===== src/rtl/cam_entry_manager_if.sv =====
// Signal bundle for cam_entry_manager: request/response channels, the CAM write and compare
// port, and occupancy status. Build macro CAM_ENTRY_MANAGER_FLUSH_EN adds flush_req/flush_busy.
interface cam_entry_manager_if #(
  parameter int unsigned DATA_WIDTH  = 64,
  parameter int unsigned ADDR_WIDTH  = 5,
  parameter int unsigned SLICE_WIDTH = 4
);
  localparam int unsigned SLICE_COUNT = (DATA_WIDTH + SLICE_WIDTH - 1) / SLICE_WIDTH;

  logic                   req_valid;
  logic                   req_ready;
  logic                   req_op;
  logic [DATA_WIDTH-1:0]  req_key;
  logic [SLICE_COUNT-1:0] req_mask;
  logic                   rsp_valid;
  logic                   rsp_ready;
  logic [ADDR_WIDTH-1:0]  rsp_addr;
  logic [1:0]             rsp_status;
  logic [ADDR_WIDTH-1:0]  cam_write_addr;
  logic [DATA_WIDTH-1:0]  cam_write_data;
  logic                   cam_write_delete;
  logic                   cam_write_enable;
  logic [SLICE_COUNT-1:0] cam_select_mask;
  logic                   cam_write_busy;
  logic [DATA_WIDTH-1:0]  cam_compare_data;
  logic                   cam_match;
  logic [ADDR_WIDTH-1:0]  cam_match_addr;
  logic [ADDR_WIDTH:0]    occupancy;
  logic                   full;
`ifdef CAM_ENTRY_MANAGER_FLUSH_EN
  logic                   flush_req;
  logic                   flush_busy;
`endif

  // Manager side
  modport slave (
    input  req_valid, req_op, req_key, req_mask, rsp_ready,
    input  cam_write_busy, cam_match, cam_match_addr,
`ifdef CAM_ENTRY_MANAGER_FLUSH_EN
    input  flush_req,
    output flush_busy,
`endif
    output req_ready, rsp_valid, rsp_addr, rsp_status,
    output cam_write_addr, cam_write_data, cam_write_delete, cam_write_enable,
    output cam_select_mask, cam_compare_data, occupancy, full
  );

  // Environment side: request source, response sink and CAM
  modport master (
    output req_valid, req_op, req_key, req_mask, rsp_ready,
    output cam_write_busy, cam_match, cam_match_addr,
`ifdef CAM_ENTRY_MANAGER_FLUSH_EN
    output flush_req,
    input  flush_busy,
`endif
    input  req_ready, rsp_valid, rsp_addr, rsp_status,
    input  cam_write_addr, cam_write_data, cam_write_delete, cam_write_enable,
    input  cam_select_mask, cam_compare_data, occupancy, full
  );
endinterface


===== src/rtl/cam_entry_manager.sv =====
// Initiator-side CAM entry manager: duplicate check via compare, lowest-free allocation from a
// bitmap, CAM write/delete with write_busy handshake, valid/ready response.
// Optional build macro CAM_ENTRY_MANAGER_FLUSH_EN adds a flush walk that deletes every entry.
module cam_entry_manager #(
  parameter int unsigned DATA_WIDTH  = 64,
  parameter int unsigned ADDR_WIDTH  = 5,
  parameter int unsigned SLICE_WIDTH = 4,
  parameter int unsigned CMP_LATENCY = 2
) (
  input logic                clk,
  input logic                rst_n,
  cam_entry_manager_if.slave bus
);
  localparam int unsigned SLICE_COUNT = (DATA_WIDTH + SLICE_WIDTH - 1) / SLICE_WIDTH;
  localparam int unsigned ENTRIES     = 1 << ADDR_WIDTH;
  localparam int unsigned OCC_W       = ADDR_WIDTH + 1;
  localparam int unsigned CNT_W       = (CMP_LATENCY > 1) ? $clog2(CMP_LATENCY) : 1;

  localparam logic [1:0] StatOk       = 2'd0;
  localparam logic [1:0] StatDup      = 2'd1;
  localparam logic [1:0] StatFull     = 2'd2;
  localparam logic [1:0] StatNotFound = 2'd3;

`ifdef CAM_ENTRY_MANAGER_FLUSH_EN
  typedef enum logic [2:0] {StIdle, StCmp, StDecide, StWrite, StSettle, StResp, StFlush} state_e;
`else
  typedef enum logic [2:0] {StIdle, StCmp, StDecide, StWrite, StSettle, StResp} state_e;
`endif

  state_e                 r_state;
  logic [CNT_W-1:0]       r_cnt;
  logic                   r_op;
  logic [DATA_WIDTH-1:0]  r_key;
  logic [SLICE_COUNT-1:0] r_mask;
  logic [ADDR_WIDTH-1:0]  r_addr;
  logic [ENTRIES-1:0]     r_bitmap;
  logic [OCC_W-1:0]       r_occ;
  logic                   r_full;
  logic                   r_req_ready;
  logic                   r_rsp_valid;
  logic [ADDR_WIDTH-1:0]  r_rsp_addr;
  logic [1:0]             r_rsp_status;
  logic [ADDR_WIDTH-1:0]  r_wr_addr;
  logic [DATA_WIDTH-1:0]  r_wr_data;
  logic                   r_wr_del;
  logic                   r_wr_en;
  logic [SLICE_COUNT-1:0] r_sel_mask;
  logic [DATA_WIDTH-1:0]  r_cmp_data;
`ifdef CAM_ENTRY_MANAGER_FLUSH_EN
  logic                   r_flushing;
  logic                   r_flush_busy;
  logic [ADDR_WIDTH-1:0]  r_faddr;
`endif
  logic [ADDR_WIDTH-1:0]  w_free_addr;

  // Lowest-index free entry; only consulted when the table is not full
  always_comb begin
    w_free_addr = '0;
    for (int i = int'(ENTRIES) - 1; i >= 0; i--) begin
      if (!r_bitmap[i]) w_free_addr = ADDR_WIDTH'(i);
    end
  end

  // Control FSM with all outputs registered
  always_ff @(posedge clk or negedge rst_n) begin
    if (!rst_n) begin
      r_state      <= StIdle;
      r_cnt        <= '0;
      r_op         <= 1'b0;
      r_key        <= '0;
      r_mask       <= '0;
      r_addr       <= '0;
      r_bitmap     <= '0;
      r_occ        <= '0;
      r_full       <= 1'b0;
      r_req_ready  <= 1'b1;
      r_rsp_valid  <= 1'b0;
      r_rsp_addr   <= '0;
      r_rsp_status <= StatOk;
      r_wr_addr    <= '0;
      r_wr_data    <= '0;
      r_wr_del     <= 1'b0;
      r_wr_en      <= 1'b0;
      r_sel_mask   <= '0;
      r_cmp_data   <= '0;
`ifdef CAM_ENTRY_MANAGER_FLUSH_EN
      r_flushing   <= 1'b0;
      r_flush_busy <= 1'b0;
      r_faddr      <= '0;
`endif
    end else begin
      unique case (r_state)
        StIdle: begin
`ifdef CAM_ENTRY_MANAGER_FLUSH_EN
          if (bus.flush_req) begin
            r_req_ready  <= 1'b0;
            r_flush_busy <= 1'b1;
            r_flushing   <= 1'b1;
            r_faddr      <= '0;
            r_state      <= StFlush;
          end else
`endif
          if (bus.req_valid && r_req_ready) begin
            r_op        <= bus.req_op;
            r_key       <= bus.req_key;
            r_mask      <= bus.req_mask;
            r_cmp_data  <= bus.req_key;
            r_req_ready <= 1'b0;
            r_cnt       <= '0;
            r_state     <= StCmp;
          end
        end
        StCmp: begin
          if (r_cnt == CNT_W'(CMP_LATENCY - 1)) r_state <= StDecide;
          else r_cnt <= r_cnt + 1'b1;
        end
        StDecide: begin
          // Match result is valid now: CMP_LATENCY cycles after compare_data was driven
          if (!r_op) begin
            if (bus.cam_match) begin
              r_rsp_valid  <= 1'b1;
              r_rsp_status <= StatDup;
              r_rsp_addr   <= bus.cam_match_addr;
              r_state      <= StResp;
            end else if (r_full) begin
              r_rsp_valid  <= 1'b1;
              r_rsp_status <= StatFull;
              r_rsp_addr   <= '0;
              r_state      <= StResp;
            end else begin
              r_addr     <= w_free_addr;
              r_wr_addr  <= w_free_addr;
              r_wr_data  <= r_key;
              r_sel_mask <= r_mask;
              r_wr_del   <= 1'b0;
              r_wr_en    <= 1'b1;
              r_state    <= StWrite;
            end
          end else begin
            if (!bus.cam_match) begin
              r_rsp_valid  <= 1'b1;
              r_rsp_status <= StatNotFound;
              r_rsp_addr   <= '0;
              r_state      <= StResp;
            end else begin
              r_addr     <= bus.cam_match_addr;
              r_wr_addr  <= bus.cam_match_addr;
              r_wr_data  <= r_key;
              r_sel_mask <= '1;
              r_wr_del   <= 1'b1;
              r_wr_en    <= 1'b1;
              r_state    <= StWrite;
            end
          end
        end
        StWrite: begin
          if (!bus.cam_write_busy) begin
            // Write accepted this cycle; bitmap tracks what the CAM now holds
            if (r_wr_del) begin
              if (r_bitmap[r_wr_addr]) begin
                r_bitmap[r_wr_addr] <= 1'b0;
                r_occ               <= r_occ - 1'b1;
                r_full              <= 1'b0;
              end
            end else if (!r_bitmap[r_wr_addr]) begin
              r_bitmap[r_wr_addr] <= 1'b1;
              r_occ               <= r_occ + 1'b1;
              r_full              <= (r_occ == OCC_W'(ENTRIES - 1));
            end
            r_wr_en    <= 1'b0;
            r_wr_del   <= 1'b0;
            r_wr_addr  <= '0;
            r_wr_data  <= '0;
            r_sel_mask <= '0;
            r_state    <= StSettle;
          end
        end
        StSettle: begin
          if (!bus.cam_write_busy) begin
`ifdef CAM_ENTRY_MANAGER_FLUSH_EN
            if (r_flushing) begin
              if (r_faddr == '1) begin
                r_flushing   <= 1'b0;
                r_flush_busy <= 1'b0;
                r_req_ready  <= 1'b1;
                r_state      <= StIdle;
              end else begin
                r_faddr <= r_faddr + 1'b1;
                r_state <= StFlush;
              end
            end else
`endif
            begin
              r_rsp_valid  <= 1'b1;
              r_rsp_status <= StatOk;
              r_rsp_addr   <= r_addr;
              r_state      <= StResp;
            end
          end
        end
        StResp: begin
          if (bus.rsp_ready) begin
            r_rsp_valid  <= 1'b0;
            r_rsp_addr   <= '0;
            r_rsp_status <= StatOk;
            r_req_ready  <= 1'b1;
            r_state      <= StIdle;
          end
        end
`ifdef CAM_ENTRY_MANAGER_FLUSH_EN
        StFlush: begin
          // Occupied entries get a full-mask delete; free ones are skipped in one cycle
          if (r_bitmap[r_faddr]) begin
            r_addr     <= r_faddr;
            r_wr_addr  <= r_faddr;
            r_wr_data  <= '0;
            r_sel_mask <= '1;
            r_wr_del   <= 1'b1;
            r_wr_en    <= 1'b1;
            r_state    <= StWrite;
          end else if (r_faddr == '1) begin
            r_flushing   <= 1'b0;
            r_flush_busy <= 1'b0;
            r_req_ready  <= 1'b1;
            r_state      <= StIdle;
          end else begin
            r_faddr <= r_faddr + 1'b1;
          end
        end
`endif
        default: r_state <= StIdle;
      endcase
    end
  end

  assign bus.req_ready        = r_req_ready;
  assign bus.rsp_valid        = r_rsp_valid;
  assign bus.rsp_addr         = r_rsp_addr;
  assign bus.rsp_status       = r_rsp_status;
  assign bus.cam_write_addr   = r_wr_addr;
  assign bus.cam_write_data   = r_wr_data;
  assign bus.cam_write_delete = r_wr_del;
  assign bus.cam_write_enable = r_wr_en;
  assign bus.cam_select_mask  = r_sel_mask;
  assign bus.cam_compare_data = r_cmp_data;
  assign bus.occupancy        = r_occ;
  assign bus.full             = r_full;
`ifdef CAM_ENTRY_MANAGER_FLUSH_EN
  assign bus.flush_busy       = r_flush_busy;
`endif
endmodule


===== src/flat_wrapper.sv =====
// flat-port wrapper written by rule: the top's interface ports become plain ports
module cam_entry_manager_flat 
#(
  parameter int unsigned DATA_WIDTH  = 64,
  parameter int unsigned ADDR_WIDTH  = 5,
  parameter int unsigned SLICE_WIDTH = 4,
  parameter int unsigned CMP_LATENCY = 2
)
  (clk, rst_n, bus_req_valid, bus_req_op, bus_req_key, bus_req_mask, bus_rsp_ready, bus_cam_write_busy, bus_cam_match, bus_cam_match_addr, bus_req_ready, bus_rsp_valid, bus_rsp_addr, bus_rsp_status, bus_cam_write_addr, bus_cam_write_data, bus_cam_write_delete, bus_cam_write_enable, bus_cam_select_mask, bus_cam_compare_data, bus_occupancy, bus_full);
  cam_entry_manager_if #(.DATA_WIDTH(DATA_WIDTH), .ADDR_WIDTH(ADDR_WIDTH), .SLICE_WIDTH(SLICE_WIDTH)) bus_i ();
  input logic clk;
  input logic rst_n;
  input wire logic [$bits(bus_i.req_valid)-1:0] bus_req_valid;
  input wire logic [$bits(bus_i.req_op)-1:0] bus_req_op;
  input wire logic [$bits(bus_i.req_key)-1:0] bus_req_key;
  input wire logic [$bits(bus_i.req_mask)-1:0] bus_req_mask;
  input wire logic [$bits(bus_i.rsp_ready)-1:0] bus_rsp_ready;
  input wire logic [$bits(bus_i.cam_write_busy)-1:0] bus_cam_write_busy;
  input wire logic [$bits(bus_i.cam_match)-1:0] bus_cam_match;
  input wire logic [$bits(bus_i.cam_match_addr)-1:0] bus_cam_match_addr;
  output wire logic [$bits(bus_i.req_ready)-1:0] bus_req_ready;
  output wire logic [$bits(bus_i.rsp_valid)-1:0] bus_rsp_valid;
  output wire logic [$bits(bus_i.rsp_addr)-1:0] bus_rsp_addr;
  output wire logic [$bits(bus_i.rsp_status)-1:0] bus_rsp_status;
  output wire logic [$bits(bus_i.cam_write_addr)-1:0] bus_cam_write_addr;
  output wire logic [$bits(bus_i.cam_write_data)-1:0] bus_cam_write_data;
  output wire logic [$bits(bus_i.cam_write_delete)-1:0] bus_cam_write_delete;
  output wire logic [$bits(bus_i.cam_write_enable)-1:0] bus_cam_write_enable;
  output wire logic [$bits(bus_i.cam_select_mask)-1:0] bus_cam_select_mask;
  output wire logic [$bits(bus_i.cam_compare_data)-1:0] bus_cam_compare_data;
  output wire logic [$bits(bus_i.occupancy)-1:0] bus_occupancy;
  output wire logic [$bits(bus_i.full)-1:0] bus_full;
  assign bus_i.req_valid = bus_req_valid;
  assign bus_i.req_op = bus_req_op;
  assign bus_i.req_key = bus_req_key;
  assign bus_i.req_mask = bus_req_mask;
  assign bus_i.rsp_ready = bus_rsp_ready;
  assign bus_i.cam_write_busy = bus_cam_write_busy;
  assign bus_i.cam_match = bus_cam_match;
  assign bus_i.cam_match_addr = bus_cam_match_addr;
  assign bus_req_ready = bus_i.req_ready;
  assign bus_rsp_valid = bus_i.rsp_valid;
  assign bus_rsp_addr = bus_i.rsp_addr;
  assign bus_rsp_status = bus_i.rsp_status;
  assign bus_cam_write_addr = bus_i.cam_write_addr;
  assign bus_cam_write_data = bus_i.cam_write_data;
  assign bus_cam_write_delete = bus_i.cam_write_delete;
  assign bus_cam_write_enable = bus_i.cam_write_enable;
  assign bus_cam_select_mask = bus_i.cam_select_mask;
  assign bus_cam_compare_data = bus_i.cam_compare_data;
  assign bus_occupancy = bus_i.occupancy;
  assign bus_full = bus_i.full;
  cam_entry_manager #(.DATA_WIDTH(DATA_WIDTH), .ADDR_WIDTH(ADDR_WIDTH), .SLICE_WIDTH(SLICE_WIDTH), .CMP_LATENCY(CMP_LATENCY)) u_core (.clk(clk), .rst_n(rst_n), .bus(bus_i));
endmodule

===== config.mk =====
export PLATFORM = sky130hd
export DESIGN_NAME = cam_entry_manager_flat
export DESIGN_NICKNAME = d
export VERILOG_FILES = /design/src/rtl/cam_entry_manager_if.sv /design/src/rtl/cam_entry_manager.sv /design/src/flat_wrapper.sv
export SDC_FILE = /design/constraint.sdc
export NUM_CORES = 1
export LEC_CHECK = 0
export ABC_CLOCK_PERIOD_IN_PS = 3000
export CORE_MARGIN = 1
export CORE_UTILIZATION = 49
export DETAILED_ROUTE_END_ITERATION = 10
export PLACE_DENSITY = 0.83
export SETUP_SLACK_MARGIN = 0.5
export SLEW_MARGIN = 20
export SYNTH_ARGS = -nofsm -noshare
export SYNTH_HDL_FRONTEND = slang
export SYNTH_SLANG_ARGS = --single-unit

===== constraint.sdc =====
create_clock -name clk -period 3 [get_ports clk]
set_input_delay 0.45 -clock clk [delete_from_list [all_inputs] [get_ports clk]]
set_output_delay 0.45 -clock clk [all_outputs]
set_load 0.005 [all_outputs]

==> flow_metrics.env <==
export IMPL_worst_ir_drop_vdd_uv=672.7
export IMPL_cp_slowest_stage_delay_ns=0.57
export IMPL_first_pass_iters=5
export IMPL_synth_main_ff_cell="dfrtp_1"
export IMPL_slew_headroom_pct=51.95
export IMPL_critPathKind="register to register"
export IMPL_hold_class="register to register"
export IMPL_power_frac_comb_pct=36.9
export IMPL_netlist_instances=945
export IMPL_fin_util_pct=69.78
export IMPL_rsz0062_at_grt="false"
export IMPL_fin_crit_sh_pct=80.57
export IMPL_synth_cell_area_sq_um=9802
export IMPL_holdPathStages=1
export IMPL_drtIter0Drc=742
export IMPL_core_area_sq_um=19530
export IMPL_clockBufferDepth=3
export IMPL_fillerInstances=1435
export IMPL_skew_ns=0.01806
export IMPL_reg2reg_depth=6
export IMPL_synth_nets=1042
export IMPL_grt_pass1_wl_microns=46270
export IMPL_reg2reg_to="u_core.bus.occupancy[3]$_DFFE_PN0P_"
export IMPL_hold_end="u_core.r_addr[3]$_DFFE_PN0P_"
export IMPL_worstHoldStart="u_core.r_addr[3]$_DFFE_PN0P_"
export IMPL_critical_path_required_ns=3.42
export IMPL_p_switching_uw=4341
export IMPL_cts_tree="done"
export IMPL_numCtsBuffers=25
export IMPL_drc_errors=0
export IMPL_clkTransAtPathRegs_ns=0.06
export IMPL_io_pins=259
export IMPL_yosysUniqueCellTypes=51
export IMPL_power_frac_seq_pct=39.1
export IMPL_cp_max_fo=18
export IMPL_r2r_slack_ns=0.58
export IMPL_dp_hpwl_microns=19500
export IMPL_yosys_warnings=0
export IMPL_tightest_slew_ns=0.7207
export IMPL_cts_sinks=225
export IMPL_r2r_start="u_core.bus.cam_write_addr[2]$_DFFE_PN0P_"
export IMPL_die_h_microns=143.4
export IMPL_cp_cell_sequence="or3b_2 -> o221ai_1 -> a222oi_1 -> nand3_2 -> mux2i_4 -> mux2_2"
export IMPL_detail_route_antenna_nets=0
export IMPL_cap_violations=0
export IMPL_die_area_sq_um=20570
export IMPL_hold_violations=0
export IMPL_min_period_ns=2.417
export IMPL_antenna_cells=0
export IMPL_preCtsSetupSlack_ns=0.3319
export IMPL_p_int_uw=8559
export IMPL_post_drt_wl_per_cell_microns=20.06
export IMPL_cp_end_kind="register"
export IMPL_cp_slowest_cell="or3b_2"
export IMPL_cts_root_buffer="clkbuf_16"
export IMPL_final_layout_size_suffix_gt1_share_pct=13.27
export IMPL_setup_ws_ns=0.5830
export IMPL_routed_via_density=5.679
export IMPL_ys_top_cells_by_area="dfrtp_1 (57%), mux2_2 (9.7%), nand2_1 (6.1%)"
export IMPL_timing_hold_ws_ns=0.4780
export IMPL_tns_ns=0
export IMPL_seq_area_frac_synth_pct=57.45
export IMPL_drt_total_wl_microns=29650
export IMPL_grt_pass1_vias=8541
export IMPL_grt_overflow=0
export IMPL_antenna_found_initial=0
export IMPL_p_per_area_nw_per_um2=946.8
export IMPL_vias=8393
export IMPL_die_w_microns=143.4
export IMPL_synth_edf_count=0
export IMPL_synthArstFlopShare_pct=100.0
export IMPL_drv_slew=0
export IMPL_outcome="finished clean"
export IMPL_regArea_sq_um=5637
export IMPL_max_freq_ghz=0.4137
export IMPL_synth_seq_cells=225
export IMPL_worstPathArrival_ns=2.83
export IMPL_start_util_pct=50.20
export IMPL_multiInputGateArea_sq_um=3913
export IMPL_gp_congestion=0.9552
export IMPL_rows=51
export IMPL_grt_max_degree=92
export IMPL_nets=1292
export IMPL_setup_viol=0
export IMPL_synth_top_cell_by_area="dfrtp_1"
export IMPL_area_growth_syn_to_layout_pct=39.01
export IMPL_port_buffers=258
export IMPL_worstSetupStartpointType="register"
export IMPL_synth_avg_cell_area_sq_um=10.37
export IMPL_grtUsageTotal_pct=29.05
export IMPL_synth_top_cell_area_share_pct=57.19
export IMPL_p_leak_uw=0.006193
export IMPL_cts_htree_levels=1
export IMPL_clock_latency_ns=0.54
export IMPL_clkPwrFrac_pct=24.0
export IMPL_switching_share_pct=33.65
[Yosys cell counts, types with 5 or more instances]
library cell and number:
nand3_1 72, buf_1 7, mux2i_1 12, dfrtp_1 224
xnor2_1 5, nand2_1 158, a21oi_1 72, clkbuf_1 46
nor2_1 47, nand4_1 9, mux2_2 84, inv_1 16
a21o_1 9, a22oi_1 5, nor3_1 25, o21ai_0 85
[how the worst max path moves through the flow]
| stage | startpoint | end | slack (ns) | cells after the start |
|---|---|---|---|---|
| final | u_core.bus.cam_write_addr[2]$_DFFE_PN0P_ | u_core.bus.occupancy[3]$_DFFE_PN0P_ | 0.58 | 6 |
| after global routing | u_core.bus.cam_write_addr[2]$_DFFE_PN0P_ | u_core.bus.occupancy[3]$_DFFE_PN0P_ | 0.50 | 6 |
| after CTS | u_core.bus.cam_write_addr[3]$_DFFE_PN0P_ | u_core.bus.occupancy[3]$_DFFE_PN0P_ | 0.52 | 6 |
| after detailed placement | bus_cam_match | u_core.bus.cam_write_addr[0]$_DFFE_PN0P_ | 0.33 | 7 |
| after global placement | bus_cam_match | u_core.bus.cam_write_addr[0]$_DFFE_PN0P_ | 0.43 | 7 |
| after floorplan | u_core.bus.cam_write_addr[1]$_DFFE_PN0P_ | u_core.bus.occupancy[2]$_DFFE_PN0P_ | 0.66 | 8 |
[metal layers]
layer / track usage (%) / vias up / wire length [microns]
met5: 0 / - / 0
met4: 12.21 / 0 / 1373
met3: 8.597 / 87 / 2776
met2: 47.50 / 410 / 14340
met1: 35.89 / 4092 / 11150
li1: - / 3804 / -
[per-stage QoR]
step / std cells / power, uW / area [sq um]
floorplan: 945 / 6961 / 9802
CTS: 1477 / 12880 / 13590
detailed placement: 1431 / 9682 / 12750
global route: 1478 / 13630 / 13630
finish: 1478 / 12900 / 13630
global placement: 1431 / 9532 / 12750
[worst max-delay path: cells and delay by family, from the launching register on]
kind / cells / cell delay (ns)
AO/OA/AOI/OAI: 2 / 0.34
flip-flops: 1 / 0.50
multiplexers: 2 / 0.73
AND/OR/NAND/NOR: 2 / 0.74
[cells by family after synthesis]
family | share of synthesized area [%]
simple gates | 15.47
fa+ha+maj | 0.7149
flops | 57.45
mux | 11.57
xor+xnor | 0.4468
compound gates | 11.42
buf+inv | 2.923
[cells in the final DEF, fill, tap and decap left out, types with 24 or more instances in the layout]
| master | count |
|---|---|
| nand3_1 | 71 |
| a21oi_1 | 72 |
| o21ai_0 | 85 |
| dfrtp_1 | 220 |
| clkdlybuf4s50_1 | 257 |
| mux2_2 | 84 |
| nor2_1 | 46 |
| nor3_1 | 24 |
| clkbuf_16 | 25 |
| nand2_1 | 156 |
[power by group through the flow]
stage	combinational [uW]	sequential [uW]	clock, uW
finish	4760	5040	3100
global route	5180	5180	3270
CTS	4720	5020	3150
detailed placement	4650	5030	0
global placement	4550	4980	0
floorplan	2100	4860	0
[repair_timing]
| item | in CTS | in global routing |
|---|---|---|
| hold buffers | 1 | 0 |
| setup buffers | 0 | 1 |
| gates resized for setup | 0 | 9 |
| hold endpoints to repair | 87 | 0 |
| setup endpoints to repair | 0 | 13 |
[area by class of cell]
| type | instances | area share, % |
|---|---|---|
| clock buffers | 36 | 5.335 |
| clock inverters | 9 | 0.8081 |
| inverters | 16 | 0.4408 |
| multi-input cells | 648 | 28.71 |
| flip-flops and latches | 225 | 41.37 |
| well taps | 265 | 2.433 |
| repair buffers | 279 | 20.90 |
No activity file was read; power rests on OpenSTA's default activity.
==> variant 1 (config.mk and constraints unchanged) <==
Make the reset (`rst_n`) synchronous in one clocked block.
--- a/src/rtl/cam_entry_manager.sv
+++ b/src/rtl/cam_entry_manager.sv
@@ -63,5 +63,5 @@
 
   // Control FSM with all outputs registered
-  always_ff @(posedge clk or negedge rst_n) begin
+  always_ff @(posedge clk) begin
     if (!rst_n) begin
       r_state      <= StIdle;
Function: not settled (the Yosys comparison gave no result); the edit may change what the design does.
==> variant 1 against the original RTL <==
Sequential cell count is the same; setup slack lost 0.046 ns; area after synthesis shrank 3.8%; routed wire length grew 3.8%; highest routed layer is now met5; critical path type unchanged; cell area shrank 3.4%; sequential share of layout area shrank 7.1 points.
Power is not compared: it rests on default switching activity, and its combinational part moved more than twofold at a synthesized area within 25%.
==> variant 1: results (changes against the original RTL) <==
| Metric | Value |
|---|---|
| Global-route wire length before repair | 48020 um (was 46270 um) |
| CTS clk-pin slew, worst paths | 0.07 ns |
| Cts bufs inserted | 24 (was 25) |
| Gr usage total | 0.3011 (was 0.2905) |
| Worst-Skew Late Latency | 0.51 ns (was 0.54 ns) |
| Largest net degree at the start of global routing | 116 (was 92) |
| Worst reg2reg path depth | 9 (was 6) |
| Pre-CTS setup slack | 0.2795 ns (was 0.3319 ns) |
| Hold Path Class | flop to flop (unchanged) |
| Grt met3 use | 0.08356 (was 0.08597) |
| Vias in the first global route | 9077 (was 8541) |
| PortBufs | 258 (unchanged) |
| Main area contributors after synthesis | dfxtp_1 (48%), nand2_1 (11%), a21oi_1 (9.9%), nand3_1 (5.2%), clkbuf_1 (3.4%) (was dfrtp_1 (57%), mux2_2 (9.7%), nand2_1 (6.1%), o21ai_0 (4.3%), a21oi_1 (3.7%)) |
| Most frequent cells after synthesis | nand2_1 (266), dfxtp_1 (225), a21oi_1 (187), nand3_1 (98), clkbuf_1 (85) (was dfrtp_1 (224), nand2_1 (158), o21ai_0 (85), mux2_2 (84)) |
| Post-synthesis sequential area ratio | 0.4777 (was 0.5745) |
| CTS H-tree lvls | 1 (unchanged) |
| LEAKAGE | 4.459 nW |
| Root Driver | clkbuf_16 (unchanged) |
| Post-DP HPWL | 19930 um (was 19500 um) |
| Worst Path Max Fanout | 16 (was 18) |
| Vias per cell | 5.825 (was 5.679) |
| Syn_nets | 1283 (was 1042) |
| Met2 Track Usage GR | 0.4876 (was 0.4750) |
| Yosys warning count | 0 (unchanged) |
| Met1 usage | 0.3835 (was 0.3589) |
| Post-Route WL | 30760 um (was 29650 um) |
| Fraction of layout cells with a size suffix above 1 | 0.06892 (was 0.1327) |
| Hold path cells | 2 (was 1) |
| Critical path arrival | 2.87 ns (was 2.83 ns) |
| Initial antenna violation count | 1 (was 0) |
| Switching share of power | 0.2792 |
| Status | completed (unchanged) |
| Final worst clock skew | 0.01526 ns (was 0.01806 ns) |
| Worst slew pin tran | 0.7513 ns (was 0.7207 ns) |
| Ys async rst share | 0 (was 1.000) |
| Most common cell in the netlist | nand2_1 (was dfrtp_1) |
| Drt first pass iters | 6 (was 5) |
| Placed cell areas | 12200 um^2 (was 12750 um^2) |
| Synth unique cells | 56 (was 51) |
| Fin nets | 1502 (was 1292) |
| Final GP Congestion | 0.9810 (was 0.9552) |
| DR iter-0 viols | 907 (was 742) |
==> variant 1: per-stage QoR <==
| step | utilization | std cells |
|---|---|---|
| 6_report | 0.7011 | 1656 |
| 5_1_grt | 0.7011 | 1656 |
| 4_1_cts | 0.6979 | 1655 |
| 3_5_place_dp | 0.6503 | 1607 |
| 3_3_place_gp | 0.6503 | 1607 |
| 2_1_floorplan | - | 1186 |
==> variant 1: worst paths after layout <==
kind,start,to,slack (ns)
hold / removal,u_core.r_mask[7]$_SDFFE_PN0P_,u_core.r_mask[7]$_SDFFE_PN0P_,0.45
hold reg to reg,u_core.r_mask[7]$_SDFFE_PN0P_,u_core.r_mask[7]$_SDFFE_PN0P_,0.45
setup / recovery,u_core.bus.cam_write_addr[1]$_SDFFE_PN0P_,flop,0.54
setup reg to reg,u_core.bus.cam_write_addr[1]$_SDFFE_PN0P_,flop,0.54
==> variant 1: critical path, cell delays in order (launching register included) <==
cell and delay [ns]:
dfxtp_4 0.37, mux4_2 0.49, and3b_1 0.19, o32a_1 0.32
a211oi_4 0.20, buf_6 0.16, mux2i_4 0.24, buf_12 0.16
o211ai_1 0.11, o31ai_1 0.11
==> variant 1: final cells by class <==
| cell class | count | area, um^2 |
|---|---|---|
| clock buffers | 35 | 693.2 |
| clock inverters | 8 | 125.1 |
| fillers | 1450 | 5610 |
| inverters | 15 | 61.31 |
| multi-input cells | 847 | 4558 |
| flip-flops and latches | 225 | 4509 |
| well taps | 234 | 292.8 |
| repair buffers | 292 | 2918 |
==> variant 1: layer usage <==
| metal | wire length, um | up-vias |
|---|---|---|
| li1 | - | 4585 |
| met1 | 11990 | 4555 |
| met2 | 14670 | 434 |
| met5 | 13 | - |
| met3 | 2936 | 71 |
| met4 | 1156 | 2 |
==> variant 1: repair_timing <==
action	4_1_cts	5_1_grt
cloned	0	1
buffers inserted	5	0
resized for setup	5	16
pin swaps	2	4
setup endpoints to repair	36	49
==> variant 1: cells by family (layout without fill, tap and decap cells) <==
group                      count (synthesis)  after routing  share of synthesized area
xor gates and xnor gates                   5              5                   0.004644
AOI/OAI and AO/OA                        348            348                     0.2176
DFF                                      225            225                     0.4777
muxes                                     23             23                    0.02813
adders and majority gates                  5              5                   0.007431
buffers and inverters                    115            350                    0.05016
and+or+nand+nor                          465            466                     0.2143
==> variant 1: power by group through the flow <==
| stage | Combinational (mW) | Clock, mW | Sequential [mW] |
|---|---|---|---|
| floorplan | 0.696 | 0 | 3.46 |
| global placement | 1.45 | 0 | 3.47 |
| detailed placement | 1.48 | 0 | 3.48 |
| CTS | 1.50 | 3.11 | 3.42 |
| global route | 1.66 | 3.24 | 3.45 |
| finish | 1.53 | 3.09 | 3.42 |
==> variant 2 (config.mk and constraints unchanged) <==
Without the edit above. `CMP_LATENCY` is set to 2 in 2 places; all go to 1.
--- a/src/rtl/cam_entry_manager.sv
+++ b/src/rtl/cam_entry_manager.sv
@@ -6,5 +6,5 @@
   parameter int unsigned ADDR_WIDTH  = 5,
   parameter int unsigned SLICE_WIDTH = 4,
-  parameter int unsigned CMP_LATENCY = 2
+  parameter int unsigned CMP_LATENCY = 1
 ) (
   input logic                clk,
--- a/src/flat_wrapper.sv
+++ b/src/flat_wrapper.sv
@@ -5,5 +5,5 @@
   parameter int unsigned ADDR_WIDTH  = 5,
   parameter int unsigned SLICE_WIDTH = 4,
-  parameter int unsigned CMP_LATENCY = 2
+  parameter int unsigned CMP_LATENCY = 1
 )
   (clk, rst_n, bus_req_valid, bus_req_op, bus_req_key, bus_req_mask, bus_rsp_ready, bus_cam_write_busy, bus_cam_match, bus_cam_match_addr, bus_req_ready, bus_rsp_valid, bus_rsp_addr, bus_rsp_status, bus_cam_write_addr, bus_cam_write_data, bus_cam_write_delete, bus_cam_write_enable, bus_cam_select_mask, bus_cam_compare_data, bus_occupancy, bus_full);
Formal check against the unedited RTL: not equivalent (Yosys sat finds a counterexample within 4 cycles, from zero or initial values and one cycle with rst_n low).
==> variant 2 against the original RTL <==
Sequential cell count fell by 1; fmax decreased by 4.4%; cell area increased by 1.8%; utilization increased by 0.77 points; first-iteration DRC count decreased by 34%; setup slack lost 0.11 ns; power up 3.9%; highest routed layer unchanged; via count increased by 0.97%; routed wire length hardly changed; area after synthesis is 1.1% higher.
==> variant 2: results (changes against the original RTL) <==
| Metric | Value |
|---|---|
| Status | completed (unchanged) |
| Main area contributors after synthesis | dfrtp_1 (56%), mux2_2 (9.5%), nand2_1 (6.1%), nand3_1 (3.8%), a21oi_1 (3.5%) (was dfrtp_1 (57%), mux2_2 (9.7%), nand2_1 (6.1%), o21ai_0 (4.3%), a21oi_1 (3.7%)) |
| Placed cell areas | 12890 um^2 (was 12750 um^2) |
| Post-DP HPWL | 19940 um (was 19500 um) |
| Mean Syn Cell Area | 10.43 um^2 (was 10.37 um^2) |
| Worst Path Max Fanout | 12 (was 18) |
| R2R setup slack | 0.47 ns (was 0.58 ns) |
| Fill cells | 1447 (was 1435) |
| Post-synthesis xor/xnor area fraction | 0.006061 (was 0.004468) |
| Pre-CTS setup slack | 0.2190 ns (was 0.3319 ns) |
| Reg2reg start | u_core.bus.cam_write_addr[1]$_DFFE_PN0P_ (was u_core.bus.cam_write_addr[2]$_DFFE_PN0P_) |
| Min Hold Slack | 0.4369 ns (was 0.4780 ns) |
| Fin nets | 1316 (was 1292) |
| Compound-cell area share of the yosys netlist | 0.1068 (was 0.1142) |
| Largest net degree at the start of global routing | 82 (was 92) |
| Via Count | 8474 (was 8393) |
| Gr usage total | 0.2856 (was 0.2905) |
| Fraction of layout cells with a size suffix above 1 | 0.1561 (was 0.1327) |
| Final worst clock skew | 0.01689 ns (was 0.01806 ns) |
| Post-Layout Cell Count | 1501 (was 1478) |
| DR iter-0 viols | 491 (was 742) |
| Global-route wire length before repair | 45930 um (was 46270 um) |
| Worst reg2reg path depth | 11 (was 6) |
| Critical path arrival | 2.96 ns (was 2.83 ns) |
| Min Tclk post-route | 2.527 ns (was 2.417 ns) |
| Post-synthesis adder-cell area fraction | 0.007071 (was 0.007148) |
| Post-synthesis sequential area ratio | 0.5658 (was 0.5745) |
| Worst slew pin tran | 0.5087 ns (was 0.7207 ns) |
| Placed cell count | 1442 (was 1431) |
| Final non-filler cell area | 13870 um^2 (was 13630 um^2) |
| LEAKAGE | 6.234 nW (was 6.193 nW) |
| CP Launch Type | flop (unchanged) |
| Routed WL per cell | 19.76 um (was 20.06 um) |
| Syn_nets | 1047 (was 1042) |
| Most frequent cells after synthesis | dfrtp_1 (223), nand2_1 (161), mux2_2 (84), nand3_1 (75), a21oi_1 (70) (was dfrtp_1 (224), nand2_1 (158), o21ai_0 (85), mux2_2 (84)) |
| Maximum ir drop on the vdd rail | 0.7268 mV (was 0.6727 mV) |
| Synth unique cells | 58 (was 51) |
| Final GP Congestion | 0.9485 (was 0.9552) |
| Hold Path Class | primary input to async pin (was flop to flop) |
| Mux contribution to synthesized area | 0.1178 (was 0.1156) |
==> variant 2: cells by family (layout without fill, tap and decap cells) <==
kind of cell               after synthesis  count (layout)
AOI/OAI and AO/OA                      188             189
xor gates and xnor gates                 6               6
adders and majority gates                5               5
buffers and inverters                   72             357
DFF                                    224             224
muxes                                  101             101
and+or+nand+nor                        354             354
==> variant 2: critical path, stage by stage, from the launching register on <==
cell and delay, ns:
dfrtp_2 0.42, buf_12 0.15, buf_4 0.14, mux2_1 0.30, a32oi_1 0.20, nand2_1 0.12, a211o_4 0.42, buf_12 0.14
nor4_4 0.15, buf_4 0.20, a21oi_1 0.07, o21ai_1 0.12
==> variant 2: layer usage <==
metal | track usage | vias up | part of all wire
met2 | 0.4696 | 336 | 0.49
met3 | 0.08046 | 65 | 0.082
met1 | 0.3625 | 4201 | 0.40
li1 | - | 3872 | -
met5 | 0 | - | 0
met4 | 0.09695 | 0 | 0.033
==> variant 2: what timing repair did <==
item / CTS / global route
setup buffers: 10 / 3
endpoints found under the setup margin: 39 / 38
hold buffers: 1 / 0
cloned: 1 / 0
resized for setup: 4 / 14
pin swaps: 5 / 2
hold endpoints to repair: 49 / 0
==> variant 2: cell type report <==
cell class | instances | share of cell area
flip-flops and latches | 224 | 0.4049
multi-input cells | 655 | 0.2934
repair buffers | 299 | 0.2173
clock buffers | 40 | 0.05423
well taps | 265 | 0.02391
inverters | 14 | 0.003790
clock inverters | 4 | 0.002527
==> variant 2: power by group <==
part           switching (mW)  internal (mW)  total (mW)
logic                    2.24           3.13        5.37
registers               0.947           4.17        5.11
clock network            1.20           1.71        2.92
